<file path="src/rtl/stopwatch_lap_capture.sv">
// Lap/split capture stage between the stopwatch counter and the 7-segment decoder.
// Freezes the display on a split time, stores laps in a small buffer and pages through them.
module stopwatch_lap_capture #(
  parameter int unsigned LAP_DEPTH = 4,
  parameter int unsigned CNT_W     = 3
) (
  input  logic             clk,
  input  logic             reset,
  input  logic [6:0]       live_ms_10,
  input  logic [5:0]       live_secs,
  input  logic [5:0]       live_mins,
  input  logic             running,
  input  logic             lap_pulse,
  input  logic             recall_pulse,
  input  logic             clear_pulse,
  output logic [6:0]       ms_10,
  output logic [5:0]       secs,
  output logic [5:0]       mins,
  output logic [1:0]       mode,
  output logic [CNT_W-1:0] lap_count,
  output logic [CNT_W-1:0] recall_idx,
  output logic             full
);

  // Buffer is sized to the full index range so lap_count/recall_idx index it without truncation.
  localparam int unsigned BUF_N = 1 << CNT_W;

  typedef struct packed {
    logic [6:0] ms_10;
    logic [5:0] secs;
    logic [5:0] mins;
  } lap_t;

  typedef enum logic [1:0] {
    LIVE   = 2'd0,
    SPLIT  = 2'd1,
    RECALL = 2'd2
  } state_t;

  state_t           state, nxt_state;
  lap_t             split_q, nxt_split;
  lap_t             disp_q, nxt_disp;
  lap_t             live;
  lap_t             lap_buf [BUF_N];
  logic [CNT_W-1:0] nxt_cnt, nxt_idx;
  logic             wr_en;
  logic             has_room;

  assign live     = '{ms_10: live_ms_10, secs: live_secs, mins: live_mins};
  assign has_room = (lap_count < CNT_W'(LAP_DEPTH));

  // Next-state, counters and display source; priority clear > lap > recall.
  always_comb begin
    nxt_state = state;
    nxt_cnt   = lap_count;
    nxt_idx   = recall_idx;
    nxt_split = split_q;
    wr_en     = 1'b0;
    if (clear_pulse) begin
      nxt_state = LIVE;
      nxt_cnt   = '0;
      nxt_idx   = '0;
    end else if (lap_pulse) begin
      if (running) begin
        nxt_split = live;
        if (has_room) begin
          wr_en   = 1'b1;
          nxt_cnt = lap_count + CNT_W'(1);
        end
        if (state != RECALL) nxt_state = SPLIT;
      end else if (state == SPLIT) begin
        nxt_state = LIVE;
      end
    end else if (recall_pulse) begin
      if (state == RECALL) begin
        if (recall_idx == lap_count - CNT_W'(1)) begin
          nxt_state = LIVE;
          nxt_idx   = '0;
        end else begin
          nxt_idx = recall_idx + CNT_W'(1);
        end
      end else if (lap_count != '0) begin
        nxt_state = RECALL;
        nxt_idx   = '0;
      end
    end

    case (nxt_state)
      SPLIT:   nxt_disp = nxt_split;
      RECALL:  nxt_disp = lap_buf[nxt_idx];
      default: nxt_disp = live;
    endcase
  end

  always_ff @(posedge clk or posedge reset) begin
    if (reset) begin
      state      <= LIVE;
      split_q    <= '0;
      disp_q     <= '0;
      lap_count  <= '0;
      recall_idx <= '0;
      full       <= 1'b0;
    end else begin
      state      <= nxt_state;
      split_q    <= nxt_split;
      disp_q     <= nxt_disp;
      lap_count  <= nxt_cnt;
      recall_idx <= nxt_idx;
      full       <= (nxt_cnt == CNT_W'(LAP_DEPTH));
    end
  end

  // Lap storage needs no reset; entries above lap_count are never shown.
  always_ff @(posedge clk) begin
    if (wr_en) lap_buf[lap_count] <= live;
  end

  assign ms_10 = disp_q.ms_10;
  assign secs  = disp_q.secs;
  assign mins  = disp_q.mins;
  assign mode  = 2'(state);

endmodule

</file>
<file path="config.mk">
export PLATFORM = sky130hd
export DESIGN_NAME = stopwatch_lap_capture
export DESIGN_NICKNAME = d
export VERILOG_FILES = /design/src/rtl/stopwatch_lap_capture.sv
export SDC_FILE = /design/constraint.sdc
export NUM_CORES = 1
export LEC_CHECK = 0
export ABC_AREA = 1
export ABC_CLOCK_PERIOD_IN_PS = 5750
export CORE_MARGIN = 8
export CORE_UTILIZATION = 45
export DETAILED_ROUTE_END_ITERATION = 12
export GPL_TIMING_DRIVEN = 0
export HOLD_SLACK_MARGIN = 0.08
export MAX_ROUTING_LAYER = met4
export SETUP_SLACK_MARGIN = 0.4
export SLEW_MARGIN = 20
export SYNTH_ARGS = -nofsm -noshare
export SYNTH_HDL_FRONTEND = slang
export SYNTH_SLANG_ARGS = --single-unit
</file>
<file path="constraint.sdc">
create_clock -name clk -period 5.75 [get_ports clk]
set_input_delay 1.15 -clock clk [delete_from_list [all_inputs] [get_ports clk]]
set_output_delay 1.15 -clock clk [all_outputs]
set_load 0.02 [all_outputs]
</file>
==> run_results.csv <==
group,metric,value,unit
synthesis,synthXorXnorAreaFrac,0,%
global_route,grt_pass1_vias,6080,
clocking,cts.sinks,199,
floorplanning,die_w,157.2,um
synthesis,synth_top_area_share,50.88,%
timing,slew_viol_final,0,
global_route,use_met3,3.894,%
routing,routedWlPerCell,17.79,um
power,p_leak,0.004772,uW
timing,worst_slew_pin_slew,868.3,ps
worst_setup_path,cp-start-kind,"input pin",
worst_setup_path,r2r_slack,2190,ps
cells_and_area,final_cell_mix,"nand3_1 (192), inv_1 (166), edfxtp_1 (152)",
worst_setup_path,cpMaxStageDelayCell,"buf_1",
clocking,clock_path_buffers,2,
routing,drcViolationCount,0,
place,port_buffers,52,
timing,setup_viol,0,
routing,dr.pass1.iters,7,
timing,rsz0062_at_grt,"no",
synthesis,synth_top_family_by_area,"simple AND/OR/NAND/NOR gates",
global_route,antenna_found_initial,0,
clocking,clock_latency,440,ps
cells_and_area,final_common_cell,"nand3_1",
timing,fin_crit_sh,65.20,%
worst_setup_path,crit_chain,"clkdlybuf4s50_1, nand2_1, inv_1, a221oi_1, o21ai_0, inv_1, ha_1, buf_1, buf_1, nand3_1, a21oi_1",
global_route,grt_overflow,0,
place,hpwlAfterDp,14.77,mm
cells_and_area,diodes,0,
clocking,cts.clk_slew.worst_paths,70,ps
cells_and_area,finalNetCount,1034,
synthesis,syn_avg_cell_area,10.64,um^2
floorplanning,ioPinCount,53,
clocking,cts_resized,0,
worst_setup_path,path_buf_inv,5,
place,dpl_cell_area,10210,um^2
synthesis,ys_types,30,
global_route,grtUsageTotal,19.81,%
routing,wl,22.79,mm
worst_setup_path,cp_top_family,"buffers and inverters",
clocking,cts_buffers,17,
global_route,use_met2,30.37,%
worst_setup_path,worst_ep_required_time,6090,ps
cells_and_area,final_area,10790,um^2
synthesis,syn_inst,843,
worst_setup_path,critical_path_class,"in2reg",
place,gp_congestion,0.8115,
cells_and_area,multiInputGateArea,2585,um^2
cells_and_area,area_delta_synth_final,20.22,%
synthesis,synth_seq_area_share,63.99,%
routing,ant_nets,0,
cells_and_area,drive_gt1_share,13.19,%
clocking,clockRootBuffer,"clkbuf_16",
synthesis,synthSimpleGateAreaFrac,19.16,%
floorplanning,fp.coreArea,19530,um^2
timing,fin_crit,3749,ps
clocking,hold_buffers,0,
routing,num_vias,6385,
routing,vias_per_cell,4.984,
clocking,h-tree-depth,4,
floorplanning,dieHeight,157.2,um
worst_setup_path,worstPathMaxFanout,10,
hold_path,worstHoldPathType,"reg2reg",
cells_and_area,fillers,1769,
floorplanning,num_rows,51,
synthesis,synth_largest_area_cell,"edfxtp_1",
global_route,use_met1,25.76,%
floorplanning,start_util,45.94,%
cells_and_area,register_area,5741,um^2
power,power.density,294.1,nW/um^2
global_route,busiest_layer,"met2",
timing,setup_slack,2001,ps
timing,max-slew-margin-rel,42.11,%
run_status,status,"complete, no violations",
worst_setup_path,max_stage_delay,610,ps
floorplanning,die_area,24710,um^2
routing,drtIter0Drc,653,
synthesis,synth_mux_area_share,2.385,%
global_route,grt_max_degree,48,
worst_setup_path,crit_path_end_kind,"flop",
synthesis,synthAdderAreaFrac,0.8368,%
synthesis,ys_ff_latch,199,
timing,skew,9.153,ps
clocking,post-cts-setup-buffers,0,
power,ir_drop,0.2142,mV
place,dp_slack,1614,ps
synthesis,netlist_area,8971,um^2
clocking,cts_tree,"yes",
job,drv_cap,0,
timing,fin_tns_setup,0,ps
synthesis,ys_top_cells_by_area,"edfxtp_1 (51%), dfrtp_1 (13%), nand3_1 (11%)",
synthesis,synth_compound_area_share,2.971,%
global_route,grt_pass1_wl,34.59,mm
worst_setup_path,critPathArrivalTime,4090,ps
synthesis,synth_warnings,0,
timing,final_hold_viol_count,0,
timing,max_clock_freq,266.7,MHz
[metal layers]
metal	wire [um]	share of wire (%)	up-vias
li1	-	-	3039
met1	9856	43	3033
met2	10480	46	261
met3	1788	7.8	52
met4	665	2.9	0
met5	0	0	-
[cell families (layout without fill, tap and decap cells)]
family                   after synthesis  after routing
other                                  1             76
AO/OA/AOI/OAI                         50             50
flip-flops                           199            199
buffers and inverters                219            317
adder cells (fa/ha/maj)                6              6
AND/OR/NAND/NOR                      349            349
multiplexers                          19             19
[state kept, by name (all words and copies together), names as in the netlist, 2 cells and up]
register,count
mins,6
mode,2
lap_buf,152
ms_10,7
split_q,19
secs,6
recall_idx,3
lap_count,3
[final timing paths]
path                                        start                    end  cells past startpoint
min in group asynchronous                   reset     ms_10[5]$_DFF_PP0_                      2
min reg2reg                 split_q[16]$_DFF_PP0_  split_q[16]$_DFF_PP0_                      1
max reg2reg                lap_count[0]$_DFF_PP0_      secs[1]$_DFF_PP0_                     14
min                         split_q[16]$_DFF_PP0_  split_q[16]$_DFF_PP0_                      1
max                                     lap_pulse      secs[1]$_DFF_PP0_                     11
max in group asynchronous                   reset      secs[3]$_DFF_PP0_                      2
[area by class of cell]
| class | count | share of cell area, % |
|---|---|---|
| Buffer | 46 | 2.796 |
| Clock buffer | 22 | 4.397 |
| Clock inverter | 10 | 0.8933 |
| Inverter | 173 | 6.056 |
| Multi-Input combinational cell | 500 | 23.97 |
| Sequential cell | 199 | 53.23 |
| Tap cell | 265 | 3.074 |
| Timing Repair Buffer | 66 | 5.592 |
[worst register-to-register path, stage by stage (launching register included)]
cell and delay (ps):
dfrtp_1 530, inv_2 130, ha_1 320, inv_1 60, nand2_1 60, nand2_1 40
nor2_1 80, nand2_1 100, o21ai_0 240, inv_1 90, ha_1 300, clkbuf_1 570
clkbuf_1 590, a21oi_1 90, a21oi_1 270
[report_power, final]
part | switching, uW | total [uW] | internal, uW
combinational | 213 | 339 | 126
clock | 517 | 1150 | 634
sequential | 27.1 | 1680 | 1650
[stage by stage]
stage,utilization [%],power (uW),hold WS (ps),cells
after floorplan,-,1895,470.8,918
after global placement,51.75,2040,477.1,1235
after detailed placement,52.31,2049,483.4,1249
after CTS,55.24,3193,498.0,1281
after global routing,55.24,3293,501.6,1281
final,55.24,3172,497.5,1281
[synth_stat cells, drive strengths merged]
cell    number
a221oi       1
clkinv       3
o21ai        6
a21oi       42
nand2      105
nand3b       1
buf         39
edfxtp     152
inv        170
o22ai        1
conb         1
dfrtp       47
nand3      213
mux2        19
ha           6
nor2        25
clkbuf       7
nor3b        1
nor4         4
Note: power is estimated with default switching activity, not from simulation.
